===== src/rtl/e203_nts_pkg.sv =====
// Shared definitions for the NTS interrupt context scheduler: group geometry,
// FSM encoding and the caller-saved register packing used by the regfile.
package e203_nts_pkg;

   localparam int NTS_GRP_NUM = 4;
   localparam int NTS_GRP_W   = 128;
   localparam int NTS_DEPTH   = 4;

   typedef enum logic [2:0] {
      NTS_IDLE,
      NTS_SAVE,
      NTS_RD_REQ,
      NTS_RD_WAIT,
      NTS_RD_WB
   } nts_state_e;

   // Architectural register index held in a given slot of a group:
   // G0={x1,x5,x6,x7}, G1=x10..x13, G2=x14..x17, G3=x28..x31.
   function automatic logic [4:0] grp_reg_idx(input logic [1:0] grp, input logic [1:0] slot);
      logic [4:0] idx;
      case (grp)
         2'd0:    idx = (slot == 2'd0) ? 5'd1 : 5'd4 + {3'd0, slot};
         2'd1:    idx = 5'd10 + {3'd0, slot};
         2'd2:    idx = 5'd14 + {3'd0, slot};
         default: idx = 5'd28 + {3'd0, slot};
      endcase
      return idx;
   endfunction

endpackage


===== src/rtl/e203_nts_ctx_sched.sv =====
// Interrupt context save/restore sequencer: walks the four caller-saved groups
// between the regfile and a context RAM, keeping a stack of nested contexts.
module e203_nts_ctx_sched
   import e203_nts_pkg::*;
#(
   parameter int GRP_W = NTS_GRP_W,
   parameter int DEPTH = NTS_DEPTH,
   parameter int LVL_W = $clog2(DEPTH),
   parameter int AW    = LVL_W + 2
) (
   input  logic             clk,
   input  logic             rst_n,
   input  logic             save_req_i,
   input  logic             rest_req_i,
   output logic [1:0]       grp_sel_o,
   input  logic [GRP_W-1:0] grp_rdata_i,
   output logic             grp_we_o,
   output logic [GRP_W-1:0] grp_wdata_o,
   output logic             ram_req_o,
   output logic             ram_we_o,
   output logic [AW-1:0]    ram_addr_o,
   output logic [GRP_W-1:0] ram_wdata_o,
   input  logic             ram_gnt_i,
   input  logic             ram_rvalid_i,
   input  logic [GRP_W-1:0] ram_rdata_i,
   output logic             busy_o,
   output logic             save_done_o,
   output logic             rest_done_o,
   output logic [LVL_W:0]   depth_o,
   output logic             ovf_o,
   output logic             unf_o
);

   localparam logic [LVL_W:0] DEPTH_MAX = (LVL_W+1)'(DEPTH);
   localparam logic [1:0]     LAST_BEAT = 2'(NTS_GRP_NUM - 1);

   nts_state_e       r_state;
   logic             r_pend_save;
   logic             r_pend_rest;
   logic [LVL_W:0]   r_depth;
   logic [1:0]       r_beat;
   logic             r_save_done;
   logic             r_rest_done;
   logic             r_ovf;
   logic             r_unf;
   logic [GRP_W-1:0] r_grp_wdata;

   logic             w_take_save;
   logic             w_take_rest;
   logic [LVL_W-1:0] w_lvl_wr;
   logic [LVL_W-1:0] w_lvl_rd;

   // Save wins when both are pending; a refused op (ovf/unf) still consumes its flag.
   assign w_take_save = (r_state == NTS_IDLE) && r_pend_save;
   assign w_take_rest = (r_state == NTS_IDLE) && !r_pend_save && r_pend_rest;
   assign w_lvl_wr    = r_depth[LVL_W-1:0];
   assign w_lvl_rd    = r_depth[LVL_W-1:0] - LVL_W'(1);

   assign busy_o      = (r_state != NTS_IDLE);
   assign save_done_o = r_save_done;
   assign rest_done_o = r_rest_done;
   assign ovf_o       = r_ovf;
   assign unf_o       = r_unf;
   assign depth_o     = r_depth;
   assign grp_wdata_o = r_grp_wdata;

   always_comb begin
      ram_req_o   = 1'b0;
      ram_we_o    = 1'b0;
      ram_addr_o  = '0;
      ram_wdata_o = '0;
      grp_sel_o   = 2'd0;
      grp_we_o    = 1'b0;
      case (r_state)
         NTS_SAVE: begin
            ram_req_o   = 1'b1;
            ram_we_o    = 1'b1;
            ram_addr_o  = {w_lvl_wr, r_beat};
            ram_wdata_o = grp_rdata_i;
            grp_sel_o   = r_beat;
         end
         NTS_RD_REQ: begin
            ram_req_o  = 1'b1;
            ram_addr_o = {w_lvl_rd, r_beat};
         end
         NTS_RD_WB: begin
            grp_we_o  = 1'b1;
            grp_sel_o = r_beat;
         end
         default: ;
      endcase
   end

   always_ff @(posedge clk or negedge rst_n) begin
      if (!rst_n) begin
         r_state     <= NTS_IDLE;
         r_pend_save <= 1'b0;
         r_pend_rest <= 1'b0;
         r_depth     <= '0;
         r_beat      <= 2'd0;
         r_save_done <= 1'b0;
         r_rest_done <= 1'b0;
         r_ovf       <= 1'b0;
         r_unf       <= 1'b0;
         r_grp_wdata <= '0;
      end else begin
         r_save_done <= 1'b0;
         r_rest_done <= 1'b0;
         r_ovf       <= 1'b0;
         r_unf       <= 1'b0;
         r_pend_save <= w_take_save ? 1'b0 : (r_pend_save | save_req_i);
         r_pend_rest <= w_take_rest ? 1'b0 : (r_pend_rest | rest_req_i);
         case (r_state)
            NTS_IDLE: begin
               r_beat <= 2'd0;
               if (r_pend_save) begin
                  if (r_depth == DEPTH_MAX) r_ovf   <= 1'b1;
                  else                      r_state <= NTS_SAVE;
               end else if (r_pend_rest) begin
                  if (r_depth == '0) r_unf   <= 1'b1;
                  else               r_state <= NTS_RD_REQ;
               end
            end
            NTS_SAVE: begin
               if (ram_gnt_i) begin
                  r_beat <= r_beat + 2'd1;
                  if (r_beat == LAST_BEAT) begin
                     r_depth     <= r_depth + (LVL_W+1)'(1);
                     r_save_done <= 1'b1;
                     r_state     <= NTS_IDLE;
                  end
               end
            end
            NTS_RD_REQ: begin
               if (ram_gnt_i) begin
                  if (ram_rvalid_i) begin
                     r_grp_wdata <= ram_rdata_i;
                     r_state     <= NTS_RD_WB;
                  end else begin
                     r_state <= NTS_RD_WAIT;
                  end
               end
            end
            NTS_RD_WAIT: begin
               if (ram_rvalid_i) begin
                  r_grp_wdata <= ram_rdata_i;
                  r_state     <= NTS_RD_WB;
               end
            end
            NTS_RD_WB: begin
               if (r_beat == LAST_BEAT) begin
                  r_depth     <= r_depth - (LVL_W+1)'(1);
                  r_rest_done <= 1'b1;
                  r_state     <= NTS_IDLE;
               end else begin
                  r_beat  <= r_beat + 2'd1;
                  r_state <= NTS_RD_REQ;
               end
            end
            default: r_state <= NTS_IDLE;
         endcase
      end
   end

endmodule

===== config.mk =====
export PLATFORM = sky130hd
export DESIGN_NAME = e203_nts_ctx_sched
export DESIGN_NICKNAME = d
export VERILOG_FILES = /design/src/rtl/e203_nts_pkg.sv /design/src/rtl/e203_nts_ctx_sched.sv
export SDC_FILE = /design/constraint.sdc
export NUM_CORES = 1
export LEC_CHECK = 0
export BUFFER_PORTS_ARGS = -buffer_cell sky130_fd_sc_hd__buf_2
export CORE_AREA = 2 2 211 213
export CTS_CLUSTER_DIAMETER = 200
export DETAILED_ROUTE_END_ITERATION = 8
export DIE_AREA = 0 0 213 215
export GPL_TIMING_DRIVEN = 0
export PLACE_DENSITY_LB_ADDON = 0.05
export SETUP_SLACK_MARGIN = 0.3
export SYNTH_ARGS = -nofsm -noshare
export SYNTH_HDL_FRONTEND = slang
export SYNTH_SLANG_ARGS = --single-unit

===== constraint.sdc =====
create_clock -name clk -period 1.75 [get_ports clk]
set_input_delay 0.0875 -clock clk [delete_from_list [all_inputs] [get_ports clk]]
set_output_delay 0.0875 -clock clk [all_outputs]
set_load 0.03 [all_outputs]

==> flow_summary.yaml, run 1 <==
global_route:
  grt_pass1_wl_um: 48500
  globalRoute.totalOverflow: 0
  grt_max_degree: 88
  grt_usage: 0.148
  grt_antenna_before_repair: 6
  first_global_vias: 7253
critical_path:
  endpoint_kind: "primary output"
  crit_required_ns: 1.66
  critPathTopFamily: "buffers and inverters"
  crit_top_cell: "buf_6"
  crit_path_start_kind: "flip-flop"
  crit_path_top_delay_cell: "dfrtp_2"
  crit_path_max_incr_delay_ns: 0.43
  worst-path-buf-inv: 4
  crit_chain: "nor3b_4, buf_6, buf_12, clkbuf_16, and2_4, buf_6"
  cp.arrival_ns: 1.84
  critPathKind: "reg -> out"
  critPathMaxFanout: 9
die:
  die_y_um: 215
  dieWidth_um: 213
  pin_count: 535
  initial_core_util: 0.149
  die-area_um2: 45800
  std_cell_rows: 77
  core_region_area_um2: 43600
yosys:
  ys.flop_type: "dfrtp_1"
  ys_warn_count: 0
  synth_common_cells: "dfrtp_1, and2_1, mux2_1, mux2_2"
  syn_area_um2: 6510
  synth-edff-count: 0
  synth-seq-area-share: 0.546
  async_flop_share: 1.00
  synth_seq_cells: 142
  synth_top_area_frac: 0.546
  synth_most_common_cell: "dfrtp_1"
  syn_nets: 765
  synthDistinctLibCells: 34
  syn_inst: 500
  yosysTopAreaCell: "dfrtp_1"
  syn_area_per_cell_um2: 13.0
  ys_top_cells_by_area: "dfrtp_1, mux2_1, and2_1, mux2_2, buf_6"
clock_network:
  worstSkewPairLatency_ns: 0.45
  cts_buffer_depth: 2
  cts_max_level: 4
  cts_sinks: 142
  cts_tree: "built"
  path_clk_slew_ns: 0.06
  cts-root-buf: "clkbuf_16"
  cts_made_buffers: 17
placed_design:
  dp.cells: 1627
  dpl-instance-area_um2: 10600
  numPortBuffers: 534
  gp_congestion: 0.793
  dp_hpwl_um: 26000
final_layout:
  final-instance-count-excl-fill: 1848
  finalCoreUtilization: 0.345
  seq_area_um2: 3560
  layout.nets: 1506
  final_layout_size_suffix_gt1_frac: 0.760
  multi_input_area_um2: 3630
  fillers: 4489
  area_growth_pct: 131
  fin_area_um2: 15000
status:
  outcome: "finished with violations"
  failed_checks: "negative setup slack"
detailed_routing:
  wirelength_um: 35100
  drc: 0
  vias: 6748
  drtAntennaViolNets: 0
  drtIter0Drc: 177
  dr.pass1.iters: 4
  via_per_inst: 3.65
  wl_per_cell_um: 19.0
timing:
  timing.final.crit_share: 1.10
  hold_violations: 0
  setup_viol: 237
  tightest_slew_ns: 0.549
  setup_tns_ns: -25.42
  fin_crit_ns: 1.93
  max_freq_mhz: 519
  fin_skew_ns: 0.00879
  final.setup.worst_slack_ns: -0.176
  holdWs_ns: 0.149
  rsz0062_at_grt: "yes"
  maxSlewViolCount: 0
  relSlewSlack: 0.634
power_and_ir_drop:
  vdd_ir_drop_max_mv: 0.760
  power_density_nw_per_um2: 1800
  cellLeakagePower_nw: 7.37
flow_run:
  drv_cap: 0
min_path:
  hp-class: "in -> async"
==> timing repair <==
item,CTS,global route
gates cloned,14,12
endpoints found under the hold margin,186,0
hold buffers,132,0
setup endpoints to repair,274,278
buffers inserted,15,14
resized for setup,438,159
pin swaps,39,47
==> logic make-up after synthesis <==
family          count (synthesis)  synth area share
fa+ha+maj                       3           0.00577
simple gates                  164             0.156
flops                         142             0.546
buf+inv                        37            0.0363
compound gates                 13            0.0144
mux                           136             0.235
xor+xnor                        5           0.00673
==> layout make-up <==
| class | count | area share |
|---|---|---|
| Tap cell | 592 | 0.0493 |
| Clock inverter | 9 | 0.00740 |
| Antenna cell | 4 | 0.000666 |
| Clock buffer | 21 | 0.0313 |
| Timing Repair Buffer | 722 | 0.395 |
| Multi-Input combinational cell | 321 | 0.242 |
| Buffer | 32 | 0.0364 |
| Inverter | 5 | 0.00125 |
| Sequential cell | 142 | 0.237 |
==> per-layer routing <==
layer  part of all wire  global-route usage
met1               0.36               0.149
met4              0.024              0.0541
met3              0.083              0.0538
met2               0.53               0.277
met5            0.00088                   0
==> layout by cell type (no fill, tap or decap), types with 3 or more instances in the layout <==
| master | count |
|---|---|
| mux2_2 | 18 |
| dlygate4sd3_1 | 132 |
| buf_16 | 6 |
| clkbuf_8 | 3 |
| a21oi_2 | 3 |
| buf_2 | 396 |
| nor2_1 | 7 |
| clkbuf_16 | 30 |
| mux2_4 | 115 |
| buf_6 | 114 |
| mux2i_1 | 3 |
| inv_1 | 4 |
| diode_2 | 4 |
| buf_4 | 16 |
| buf_8 | 54 |
| nor2_4 | 3 |
| buf_12 | 21 |
| dfrtp_2 | 6 |
| nor2_2 | 5 |
| dfrtp_1 | 136 |
| and2_4 | 132 |
==> state kept, by name, summed over array words and instances (netlist names) <==
signal	cells
ovf_o	1
unf_o	1
r_beat	2
rest_done_o	1
r_state	3
grp_wdata_o	128
r_pend_save	1
depth_o	3
r_pend_rest	1
save_done_o	1
==> where the power goes <==
group          total [mW]  switching, mW  leakage (nW)  internal (mW)
combinational        17.4           8.98          5.39           8.45
sequential           5.81          0.902          1.69           4.91
clock                3.76           1.56         0.281           2.20
==> path summary, 6_finish.rpt <==
check,start,endpoint,slack (ns),depth (start not counted)
min,rst_n,grp_wdata_o[124],0.15,2
max,r_state[1],ram_wdata_o[58],-0.18,6
max reg2reg,r_state[0],grp_wdata_o[40],-0.12,8
min in group clk,ram_gnt_i,depth_o[1],0.18,5
min reg2reg,grp_wdata_o[127],grp_wdata_o[127],0.50,1
max in group asynchronous,rst_n,depth_o[1],0.68,3
==> worst reg2reg max path: cells and delay by family (launching register included) <==
family,cells,cell delay (ns)
mux,1,0.29
compound gates,1,0.20
buf+inv,5,0.81
flops,1,0.37
simple gates,1,0.07
==> stage by stage <==
stage / setup WS (ns) / power, mW
finish: -0.176 / 27.0
CTS: -0.223 / 26.0
floorplan: -0.0774 / 15.0
global placement: -2.44 / 19.2
detailed placement: -0.399 / 19.1
global route: -0.253 / 28.4
No activity file was read; power rests on OpenSTA's default activity.
==> run 2: changes to the inputs <==
Settings changed: CORE_AREA 2 2 211 213 to 4 4 207 209, DIE_AREA 0 0 213 215 to 0 0 211 213.
==> run 2 against run 1 <==
The flow still finishes with violations (negative setup slack). Combinational power down 5%. First-iteration DRC count is 5.6% higher. Register-to-register slack got worse by 0.09 ns. Fmax decreased by 1.8%. Setup slack worse by 0.036 ns. Core utilization increased by 1.0 points.
==> flow_summary.yaml, run 2 (synthesized netlist as in run 1, its figures left out) <==
status:
  outcome: "finished with violations"
  failed_checks: "negative setup slack"
detailed_routing:
  via_per_inst: 3.79
  vias: 6781
  drtAntennaViolNets: 0
  wirelength_um: 34400
  drc: 0
  drtIter0Drc: 187
  dr.pass1.iters: 4
  wl_per_cell_um: 19.2
clock_network:
  cts_max_level: 4
  cts_tree: "built"
  cts_buffer_depth: 2
  cts-root-buf: "clkbuf_16"
  path_clk_slew_ns: 0.07
  cts_sinks: 142
  cts_made_buffers: 17
  worstSkewPairLatency_ns: 0.44
timing:
  timing.final.crit_share: 1.12
  hold_violations: 0
  rsz0062_at_grt: "yes"
  final.setup.worst_slack_ns: -0.212
  fin_skew_ns: 0.00801
  maxSlewViolCount: 0
  relSlewSlack: 0.578
  tightest_slew_ns: 0.633
  holdWs_ns: 0.120
  setup_viol: 270
  fin_crit_ns: 1.96
  max_freq_mhz: 510
critical_path:
  critPathKind: "reg -> reg"
  crit_required_ns: 2.07
  crit_top_cell: "buf_12"
  crit_path_max_incr_delay_ns: 0.37
  crit_path_start_kind: "flip-flop"
  endpoint_kind: "flip-flop"
  critPathMaxFanout: 5
  crit_chain: "buf_6, buf_6, o211ai_1, nor2_4, buf_12, buf_12, buf_16, buf_12, mux2_4"
  rr_worst_depth: 9
  cp_num_cells: 9
  worst-path-buf-inv: 6
  critPathTopFamily: "buffers and inverters"
  cp.arrival_ns: 2.28
  crit_path_top_delay_cell: "dfrtp_1"
placed_design:
  gp_congestion: 0.786
  numPortBuffers: 534
  dp_slack_ns: -0.378
  dp_hpwl_um: 25800
  dp.cells: 1567
global_route:
  grt_antenna_before_repair: 2
  first_global_vias: 7403
  globalRoute.totalOverflow: 0
  grt_usage: 0.145
  grt_pass1_wl_um: 48400
  grt_max_degree: 103
power_and_ir_drop:
  vdd_ir_drop_max_mv: 0.834
  finalPower_mw: 25.8
  cellLeakagePower_nw: 7.18
  power_density_nw_per_um2: 1780
die:
  initial_core_util: 0.159
  core_region_area_um2: 40800
  pin_count: 535
  dieWidth_um: 211
  die_y_um: 213
  die-area_um2: 44900
  std_cell_rows: 74
final_layout:
  layout.nets: 1509
  final_layout_size_suffix_gt1_frac: 0.754
  final_cell_mix: "buf_2, dfrtp_1, buf_6, dlygate4sd3_1, mux2_4"
  final-instance-count-excl-fill: 1790
  largest_reg_flops: 128
  area_growth_pct: 123
  final_common_cell: "buf_2"
min_path:
  hp-class: "in -> async"
flow_run:
  drv_cap: 0
[run 2: what timing repair did]
item,in CTS,in global routing
buffers inserted,34,5
hold buffers,132,0
gates resized for setup,335,101
hold endpoints to repair,176,0
pin swaps,44,6
endpoints found under the setup margin,274,278
cloned,17,2
[run 2: metrics by stage]
stage	TNS (ns)	instance area (um2)	util
2_1_floorplan	-0.0774	7130	-
3_3_place_gp	-312.89	10500	0.256
3_5_place_dp	-29.91	10500	0.257
4_1_cts	-43.60	14100	0.345
5_1_grt	-58.31	14500	0.355
6_report	-36.87	14500	0.355
[run 2: power by group]
group	leakage, nW	internal, mW	total, mW	switching [mW]
registers	1.69	4.91	5.81	0.901
clock network	0.262	1.91	3.44	1.53
logic	5.23	7.80	16.6	8.79
total	7.18	14.6	25.8	11.2
[run 2: path summary, 6_finish.rpt]
path	slack, ns	from	end
min in group clk	0.18	ram_gnt_i	depth_o[2]
worst min-delay path	0.12	rst_n	grp_wdata_o[12]
max in group asynchronous	0.66	rst_n	depth_o[1]
worst max register to register	-0.21	r_state[0]	grp_wdata_o[56]
worst min register to register	0.48	r_pend_rest	r_pend_rest
worst max-delay path	-0.21	r_state[0]	grp_wdata_o[56]
[run 2: cell type report]
| type | count | area [um2] |
|---|---|---|
| well taps | 532 | 666 |
| clock inverters | 10 | 65.1 |
| multi-input cells | 321 | 3480 |
| plain buffers | 32 | 514 |
| inverters | 5 | 18.8 |
| flip-flops and latches | 142 | 3560 |
| clock buffers | 22 | 474 |
| diodes | 1 | 2.50 |
| fillers | 4153 | 26300 |
| repair buffers | 725 | 5710 |
[run 2: layer usage]
metal / share of wire / track usage
met1: 0.35 / 0.154
met2: 0.54 / 0.272
met3: 0.082 / 0.0513
met4: 0.022 / 0.0414
met5: 0.00055 / 0
